$ cat src/rtl/cache_pkg.sv
// Shared definitions for the cache controller.
// Contents: default widths for the data, address and counter buses,
// and the controller FSM state enumeration.
package cache_pkg;

    localparam int DEF_DATA_WIDTH = 32;
    localparam int DEF_ADDR_WIDTH = 16;
    localparam int DEF_CNT_WIDTH  = 16;

    typedef enum logic [2:0] {
        IDLE      = 3'd0,
        COMPARE   = 3'd1,
        MEM_READ  = 3'd2,
        FILL      = 3'd3,
        MEM_WRITE = 3'd4,
        DONE      = 3'd5
    } state_t;

endpackage

$ cat src/rtl/cache_controller_sat_counter.sv
// Saturating up-counter used for the hit and miss statistics.
// Ports:
//   clk   - clock
//   rst   - synchronous active-high reset, clears the count
//   inc   - increment request for this cycle
//   count - current value; holds at all-ones instead of wrapping
module sat_counter
    import cache_pkg::*;
#(
    parameter int CNT_WIDTH = DEF_CNT_WIDTH
) (
    input  logic                 clk,
    input  logic                 rst,
    input  logic                 inc,
    output logic [CNT_WIDTH-1:0] count
);

    logic [CNT_WIDTH-1:0] r_count;

    always_ff @(posedge clk) begin
        if (rst) begin
            r_count <= '0;
        end else if (inc && (r_count != {CNT_WIDTH{1'b1}})) begin
            r_count <= r_count + 1'b1;
        end
    end

    assign count = r_count;

endmodule

$ cat src/rtl/cache_controller.sv
// Direct-mapped cache controller, write-through with write-allocate.
// The cache array itself is external and answers combinationally on
// cache_hit/cache_rdata for the address presented on cache_addr.
// Ports:
//   clk, rst                          - clock, synchronous active-high reset
//   cpu_req/we/addr/wdata             - CPU request, sampled while cpu_ready=1
//   cpu_ready/ack/rdata               - CPU handshake and read result
//   cache_addr/wdata/we               - cache array write/lookup port
//   cache_rdata/hit                   - cache lookup result
//   mem_req/we/addr/wdata             - backing memory request
//   mem_ack/rdata                     - backing memory completion
//   hit_count/miss_count              - saturating read hit/miss counters
module cache_controller
    import cache_pkg::*;
#(
    parameter int DATA_WIDTH = DEF_DATA_WIDTH,
    parameter int ADDR_WIDTH = DEF_ADDR_WIDTH,
    parameter int CNT_WIDTH  = DEF_CNT_WIDTH
) (
    input  logic                  clk,
    input  logic                  rst,
    input  logic                  cpu_req,
    input  logic                  cpu_we,
    input  logic [ADDR_WIDTH-1:0] cpu_addr,
    input  logic [DATA_WIDTH-1:0] cpu_wdata,
    output logic                  cpu_ready,
    output logic                  cpu_ack,
    output logic [DATA_WIDTH-1:0] cpu_rdata,
    output logic [ADDR_WIDTH-1:0] cache_addr,
    output logic [DATA_WIDTH-1:0] cache_wdata,
    output logic                  cache_we,
    input  logic [DATA_WIDTH-1:0] cache_rdata,
    input  logic                  cache_hit,
    output logic                  mem_req,
    output logic                  mem_we,
    output logic [ADDR_WIDTH-1:0] mem_addr,
    output logic [DATA_WIDTH-1:0] mem_wdata,
    input  logic                  mem_ack,
    input  logic [DATA_WIDTH-1:0] mem_rdata,
    output logic [CNT_WIDTH-1:0]  hit_count,
    output logic [CNT_WIDTH-1:0]  miss_count
);

    state_t                r_state;
    logic                  r_we;
    logic                  r_cpu_ready;
    logic                  r_cpu_ack;
    logic [DATA_WIDTH-1:0] r_cpu_rdata;
    logic [ADDR_WIDTH-1:0] r_cache_addr;
    logic [DATA_WIDTH-1:0] r_cache_wdata;
    logic                  r_cache_we;
    logic                  r_mem_req;
    logic                  r_mem_we;
    logic [ADDR_WIDTH-1:0] r_mem_addr;
    logic [DATA_WIDTH-1:0] r_mem_wdata;

    logic                  w_hit_inc;
    logic                  w_miss_inc;
    logic                  w_mem_done;

    // Lookup outcome is only meaningful in COMPARE for a read.
    assign w_hit_inc  = (r_state == COMPARE) && !r_we &&  cache_hit;
    assign w_miss_inc = (r_state == COMPARE) && !r_we && !cache_hit;
    // A memory ack only counts while our own request is outstanding.
    assign w_mem_done = r_mem_req && mem_ack;

    always_ff @(posedge clk) begin
        if (rst) begin
            r_state       <= IDLE;
            r_we          <= 1'b0;
            r_cpu_ready   <= 1'b1;
            r_cpu_ack     <= 1'b0;
            r_cpu_rdata   <= '0;
            r_cache_addr  <= '0;
            r_cache_wdata <= '0;
            r_cache_we    <= 1'b0;
            r_mem_req     <= 1'b0;
            r_mem_we      <= 1'b0;
            r_mem_addr    <= '0;
            r_mem_wdata   <= '0;
        end else begin
            r_cpu_ack  <= 1'b0;
            r_cache_we <= 1'b0;
            case (r_state)
                IDLE: begin
                    if (cpu_req) begin
                        r_we          <= cpu_we;
                        r_cache_addr  <= cpu_addr;
                        r_cache_wdata <= cpu_wdata;
                        // Writes allocate: the array is written during COMPARE.
                        r_cache_we    <= cpu_we;
                        r_cpu_ready   <= 1'b0;
                        r_state       <= COMPARE;
                    end
                end
                COMPARE: begin
                    r_mem_addr  <= r_cache_addr;
                    r_mem_wdata <= r_cache_wdata;
                    if (r_we) begin
                        r_mem_req <= 1'b1;
                        r_mem_we  <= 1'b1;
                        r_state   <= MEM_WRITE;
                    end else if (cache_hit) begin
                        r_cpu_rdata <= cache_rdata;
                        r_cpu_ack   <= 1'b1;
                        r_state     <= DONE;
                    end else begin
                        r_mem_req <= 1'b1;
                        r_mem_we  <= 1'b0;
                        r_state   <= MEM_READ;
                    end
                end
                MEM_READ: begin
                    if (w_mem_done) begin
                        r_mem_req     <= 1'b0;
                        // Fill word is held here for the FILL write and the CPU copy.
                        r_cache_wdata <= mem_rdata;
                        r_cache_we    <= 1'b1;
                        r_state       <= FILL;
                    end
                end
                FILL: begin
                    r_cpu_rdata <= r_cache_wdata;
                    r_cpu_ack   <= 1'b1;
                    r_state     <= DONE;
                end
                MEM_WRITE: begin
                    if (w_mem_done) begin
                        r_mem_req <= 1'b0;
                        r_mem_we  <= 1'b0;
                        r_cpu_ack <= 1'b1;
                        r_state   <= DONE;
                    end
                end
                DONE: begin
                    r_cpu_ready <= 1'b1;
                    r_state     <= IDLE;
                end
                default: begin
                    r_cpu_ready <= 1'b1;
                    r_mem_req   <= 1'b0;
                    r_mem_we    <= 1'b0;
                    r_state     <= IDLE;
                end
            endcase
        end
    end

    sat_counter #(.CNT_WIDTH(CNT_WIDTH)) u_hit_counter (
        .clk   (clk),
        .rst   (rst),
        .inc   (w_hit_inc),
        .count (hit_count)
    );

    sat_counter #(.CNT_WIDTH(CNT_WIDTH)) u_miss_counter (
        .clk   (clk),
        .rst   (rst),
        .inc   (w_miss_inc),
        .count (miss_count)
    );

    assign cpu_ready   = r_cpu_ready;
    assign cpu_ack     = r_cpu_ack;
    assign cpu_rdata   = r_cpu_rdata;
    assign cache_addr  = r_cache_addr;
    assign cache_wdata = r_cache_wdata;
    assign cache_we    = r_cache_we;
    assign mem_req     = r_mem_req;
    assign mem_we      = r_mem_we;
    assign mem_addr    = r_mem_addr;
    assign mem_wdata   = r_mem_wdata;

endmodule

$ cat config.mk
export PLATFORM = sky130hd
export DESIGN_NAME = cache_controller
export DESIGN_NICKNAME = d
export VERILOG_FILES = /design/src/rtl/cache_pkg.sv /design/src/rtl/cache_controller_sat_counter.sv /design/src/rtl/cache_controller.sv
export SDC_FILE = /design/constraint.sdc
export NUM_CORES = 1
export LEC_CHECK = 0
export ABC_AREA = 0
export BUFFER_PORTS_ARGS = -buffer_cell sky130_fd_sc_hd__buf_2
export CAP_MARGIN = 20
export CORE_MARGIN = 2
export CORE_UTILIZATION = 50
export CTS_CLUSTER_DIAMETER = 60
export DETAILED_ROUTE_END_ITERATION = 12
export PLACE_DENSITY = 0.81
export REMOVE_ABC_BUFFERS = 1
export SYNTH_ARGS = -nofsm -noshare
export SYNTH_HDL_FRONTEND = slang
export SYNTH_SLANG_ARGS = --single-unit
$ cat constraint.sdc
create_clock -name clk -period 4.1 [get_ports clk]
set_input_delay 0.41 -clock clk [delete_from_list [all_inputs] [get_ports clk]]
set_output_delay 0.41 -clock clk [all_outputs]
set_load 0.005 [all_outputs]
---- Word-level counts from Yosys, hierarchy flattened ----
Index checks and enable logic that the tools add are counted.
word-level totals
  memories ................................ 0
  ROM bits ................................ 0
  bits in writable memories ............... 0
  flip-flop bits (word level) ............. 169
  latch bits .............................. 0
cells by class
  bitwise gates (word level) .............. 3
  reductions and logical operators ........ 22
  shift-type cells ........................ 0
  $lt $le $gt $ge ......................... 0
  $add $sub $neg .......................... 2
  $mul .................................... 0
  div/mod/pow operators ................... 0
  mux-type cells .......................... 27
  equality and inequality tests ........... 14
operators by type and width
  operator                 number
  $mux W32                 4
  $pmux W32 S2             2
  $add A16 B1 Y16 const B  2
  $ne A16 B16 Y1 const B   2
  $mux W3                  5
  $pmux W3 S5              1
  $reduce_and A3 Y1        5
  $mux W1                  10
  $ne A2 B2 Y1 const B     5
  $pmux W1 S3              3
  $reduce_or A4 Y1         2
  $eq A3 B2 Y1 const B     2
  $eq A3 B3 Y1 const B     2
  $logic_and A1 B1 Y1      6
  $pmux W1 S2              2
  $reduce_and A2 Y1        2
  $reduce_bool A2 Y1       2
  $eq A3 B1 Y1 const B     1
  $logic_not A3 Y1         1
  $ne A3 B3 Y1 const B     1
  $not A1 Y1               3
  $reduce_or A3 Y1         1
  $logic_not A1 Y1         2
  $ne A2 B1 Y1 const B     1
  $reduce_or A2 Y1         1

---- Longest topological paths before layout ----
  word-level depth ........................ 4
  depth in mapped cells ................... 8
  gate-level depth less buffers ........... 6

---- Cells and area by module ----
Synthesis repeated with hierarchy kept, for this count alone.
unflattened totals
  cell total of the unflattened synthesis .. 860
  area, all modules ....................... 7328.3 um^2
by module, submodules not included
  module            cells an instance  times used  seq. area each (um^2)  area each (um^2)
  cache_controller  662                1           2742.6                 5631.7
  sat_counter       99                 2           320.3                  848.3

---- Least setup slack after synthesis ----
Ideal clock, no wire load.
  path type ............................... register to register
  start point ............................. reg u_miss_counter.r_count[0] (netlist: u_miss_counter.count[0])
  end point ............................... reg u_miss_counter.r_count[15] (netlist: u_miss_counter.count[15])
  library setup time ...................... 128 ps
  cell stages (with the launch flop) ...... 7
  slack ................................... 2445 ps
  arrival ................................. 1527 ps
  path through ............................ dfxtp_1 -> ha_1 -> nand4_1 -> nor3_1 -> and4bb_2 -> xnor2_1 -> nor2_1
between the ends
  word-level cells in the longest chain between the ends .. 2
  elaborated cells between the ends (all ways) .. 3
  classes of those cells .................. add/sub (1); eq/ne (1); reduce/logical (1)
RTL lines
  what                                                     line                                text
  start: declaration                                       cache_controller_sat_counter.sv:18  logic [CNT_WIDTH-1:0] r_count;
  start signal: assignment                                 cache_controller_sat_counter.sv:24  r_count <= r_count + 1'b1;
  branches (longest 2 deep; another with $add A16 B1 Y16)  -
Parallel ways; which one is timed is not known.
A chain may end at the register's enable or synchronous reset.

---- Final worst setup path ----
  start point ............................. reg r_state[2]
  end point ............................... reg r_mem_addr[14] (netlist: mem_addr[14])
between the ends
  word-level cells in the longest chain between the ends .. 1
RTL lines
  what                      line                     text
  start: declaration        cache_controller.sv:44   state_t r_state;
  start signal: assignment  cache_controller.sv:69   r_state <= IDLE;
  start signal: assignment  cache_controller.sv:93   r_state <= COMPARE;
  start signal: assignment  cache_controller.sv:102  r_state <= MEM_WRITE;
  $eq A3 B1 Y1              cache_controller.sv:84   case (r_state)
  end signal: assignment    cache_controller.sv:97   r_mem_addr <= r_cache_addr;
  end: declaration          cache_controller.sv:54   logic [ADDR_WIDTH-1:0] r_mem_addr;
Every way passes these cells.

==> flow_summary.json <==
{
  "i_o_buffers": 282,
  "max-vdd-ir-drop_mv": 0.255,
  "grt_use_total_pct": 26.5,
  "firstDrtPassIters": 6,
  "netlist_instances": 843,
  "post-cts-setup-buffer-count": 0,
  "slew_headroom_pct": 27.6,
  "netlist_area_mm2": 0.00711,
  "start_util_pct": 51.2,
  "gp_congestion": 0.800,
  "drv_slew": 0,
  "p_per_area_mw_per_mm2": 468,
  "grt_remaining_overflow": 0,
  "mean_cell_area_of_the_mapped_netlist_um2": 8.43,
  "first_pass_grt_wire_length_um": 31700,
  "crit_arrival_ns": 2.97,
  "synthMostInstantiatedCell": "nand2_1",
  "synth_top_area_cell": "dfxtp_1",
  "hold_class": "primary input to flip-flop",
  "timing.critical_path.cells": "and2b_2 > nand2b_2 > nand2_1 > a21oi_1",
  "dp.final_hpwl_um": 14200,
  "cts_num_sinks": 169,
  "dieWidth_um": 123,
  "first_iter_violations": 595,
  "drive_above_1_share_pct": 31.1,
  "cts_max_path_buffers": 2,
  "floorplan.die_area_mm2": 0.0152,
  "dominant_synthesized_flop_cell": "dfxtp_1",
  "n_antenna_cell": 0,
  "final_hold_fails": 0,
  "drc_errors": 0,
  "multi_input_comb_area_mm2": 0.00343,
  "timing.critical_path.slowest_stage_cell": "and2b_2",
  "cts-resized-gates": 0,
  "post_synth_num_cell_types": 49,
  "crit_path_max_fanout": 48,
  "post_drt_via_cell_ratio": 5.53,
  "nets": 1207,
  "most_frequent_cells_after_synthesis": "177 x nand2_1, 169 x dfxtp_1, 103 x nor2_1",
  "report.power.total_uw": 4280,
  "timing.critical_path.to_type": "flip-flop",
  "total_leakage_power_uw": 0.00393,
  "pin_count_of_the_biggest_net_entering_global_routing": 87,
  "ys_top_cells_by_area": "dfxtp_1 48%, nand2_1 9.3%, nor2_1 5.4%",
  "placement.cell_area_mm2": 0.00852,
  "category_of_the_worst_setup_path_launch_point": "flip-flop",
  "route.vias.total": 7071,
  "antenna_violating_nets_post_route": 0,
  "clock_tree_from_tritoncts": "yes",
  "core_region_mm2": 0.0139,
  "hold-path-cell-count": 3,
  "setup_tns_ns": 0,
  "reg2reg_depth": 4,
  "cp_num_buf_inv": 0,
  "routed_wl_um": 20800,
  "report.final.setup_viol": 0,
  "layout_worst_path_cycle_share_pct": 65.9,
  "count_of_cell_instances_traversed_by_the_critical_path": 4,
  "yosysWarnings": 0,
  "share_of_the_yosys_chip_area_belonging_to_registers_pct": 47.6,
  "max_freq_mhz": 370,
  "clk_latency_ns": 0.42,
  "core.rowCount": 43,
  "cap_violations": 0,
  "ffs_w_async_s_r_synth_pct": 0,
  "h-tree-depth": 4,
  "clk_pin_slew_ns": 0.06,
  "fill_cells": 1196,
  "initial_antenna_violation_count": 0,
  "timing.clock.skew_ns": 0.00637,
  "synth-edff-count": 0,
  "regArea_mm2": 0.00338,
  "io_pins": 283,
  "tightestPinTransition_ns": 1.09,
  "yosysTopAreaCellShare_pct": 47.6,
  "cts_made_buffers": 17,
  "max_stage_delay_ns": 0.88,
  "setup_cp_type": "flip-flop to flip-flop",
  "vias_in_the_first_global_route": 6357,
  "post_synthesis_sequential_element_count": 169,
  "fp.dieH_um": 123,
  "postCtsHoldBufs": 0,
  "area_delta_synth_final_pct": 28.5,
  "worstPathRequired_ns": 4.36,
  "post-route-cell-area_mm2": 0.00913,
  "route.detailed.wl_per_inst_um": 16.3,
  "timing.final.crit_period_ns": 2.70,
  "grt_setup_unrepaired": "false",
  "cpLargestDelayFamily": "simple AND/OR/NAND/NOR gates",
  "run_status": "finished clean",
  "cts.root.buffer_cell": "clkbuf_16"
}
[layer usage]
layer,track usage (%),up-vias,share of wire (%)
met3,8.12,56,8.0
met2,45.0,274,50
met5,0,-,0
met4,11.7,0,3.0
met1,30.8,3320,39
li1,-,3421,-
[layout by cell type (no fill, tap or decap), drive strengths merged, types with 2 or more instances in the layout]
master,synthesis,routed
o21ai,9,9
nor2,103,103
nand3,45,45
clkinvlp,0,3
nand4,8,8
dfxtp,169,169
clkinv,0,3
a211oi,32,32
o211ai,2,2
and3,7,7
ha,2,2
and4,2,2
nor4b,3,3
nor4,10,10
bufinv,0,2
mux2i,33,33
nor3,14,14
nor3b,4,4
nand2b,2,2
inv,2,2
a21oi,77,77
and4bb,3,3
buf,32,289
xnor2,24,24
a311oi,33,33
o21bai,3,3
nand2,179,179
clkbuf,32,22
or2,2,2
[cell type report]
cell class	count	share of cell area [%]
multi-input cells	608	37.5
flip-flops and latches	169	37.1
repair buffers	289	16.7
clock buffers	22	5.08
well taps	180	2.47
clock inverters	8	1.07
inverters	2	0.0822
[worst min-delay path, stage by stage]
cell and delay, ns:
buf_2 0.09, nand2_1 0.04, a21oi_1 0.05
[report_power, final]
group,internal (µW),leakage [µW],switching [µW]
combinational,316,0.00229,476
sequential,1800,0.00138,140
clock,919,0.000268,629
total,3030,0.00393,1250
[final timing paths]
kind | to | start | slack [ns]
worst max register to register | mem_addr[14] | r_state[2] | 1.40
worst min-delay path | cache_addr[12] | cpu_addr[12] | 0.22
worst max-delay path | mem_addr[14] | r_state[2] | 1.40
worst min register to register | mem_addr[12] | mem_addr[12] | 0.45
[state kept, by name (all words and copies together), names as in the netlist, 3 cells and up]
signal and flops:
mem_wdata 32, r_state 3, cache_wdata 32, u_miss_counter.count 16, mem_addr 16, cpu_rdata 32
u_hit_counter.count 16, cache_addr 16
[per-stage QoR]
step,hold slack [ns],worst slack [ns],utilization (%),instances
3_5_place_dp,0.443,1.21,61.4,1246
5_1_grt,0.233,1.18,65.8,1278
4_1_cts,0.213,1.14,65.4,1276
2_1_floorplan,0.447,-2.02,-,779
3_3_place_gp,0.439,1.30,61.4,1246
6_report,0.224,1.40,65.8,1278
[cells by family (layout without fill, tap and decap cells)]
group           Yosys count  in the layout  share of synthesized area (%)
compound gates          160            160                           14.5
xor+xnor                 25             25                           3.08
fa+ha+maj                 2              2                          0.352
buf+inv                  66            321                           4.42
flops                   169            169                           47.6
mux                      33             33                           4.65
simple gates            388            388                           25.4
(Power assumes the default switching activity.)
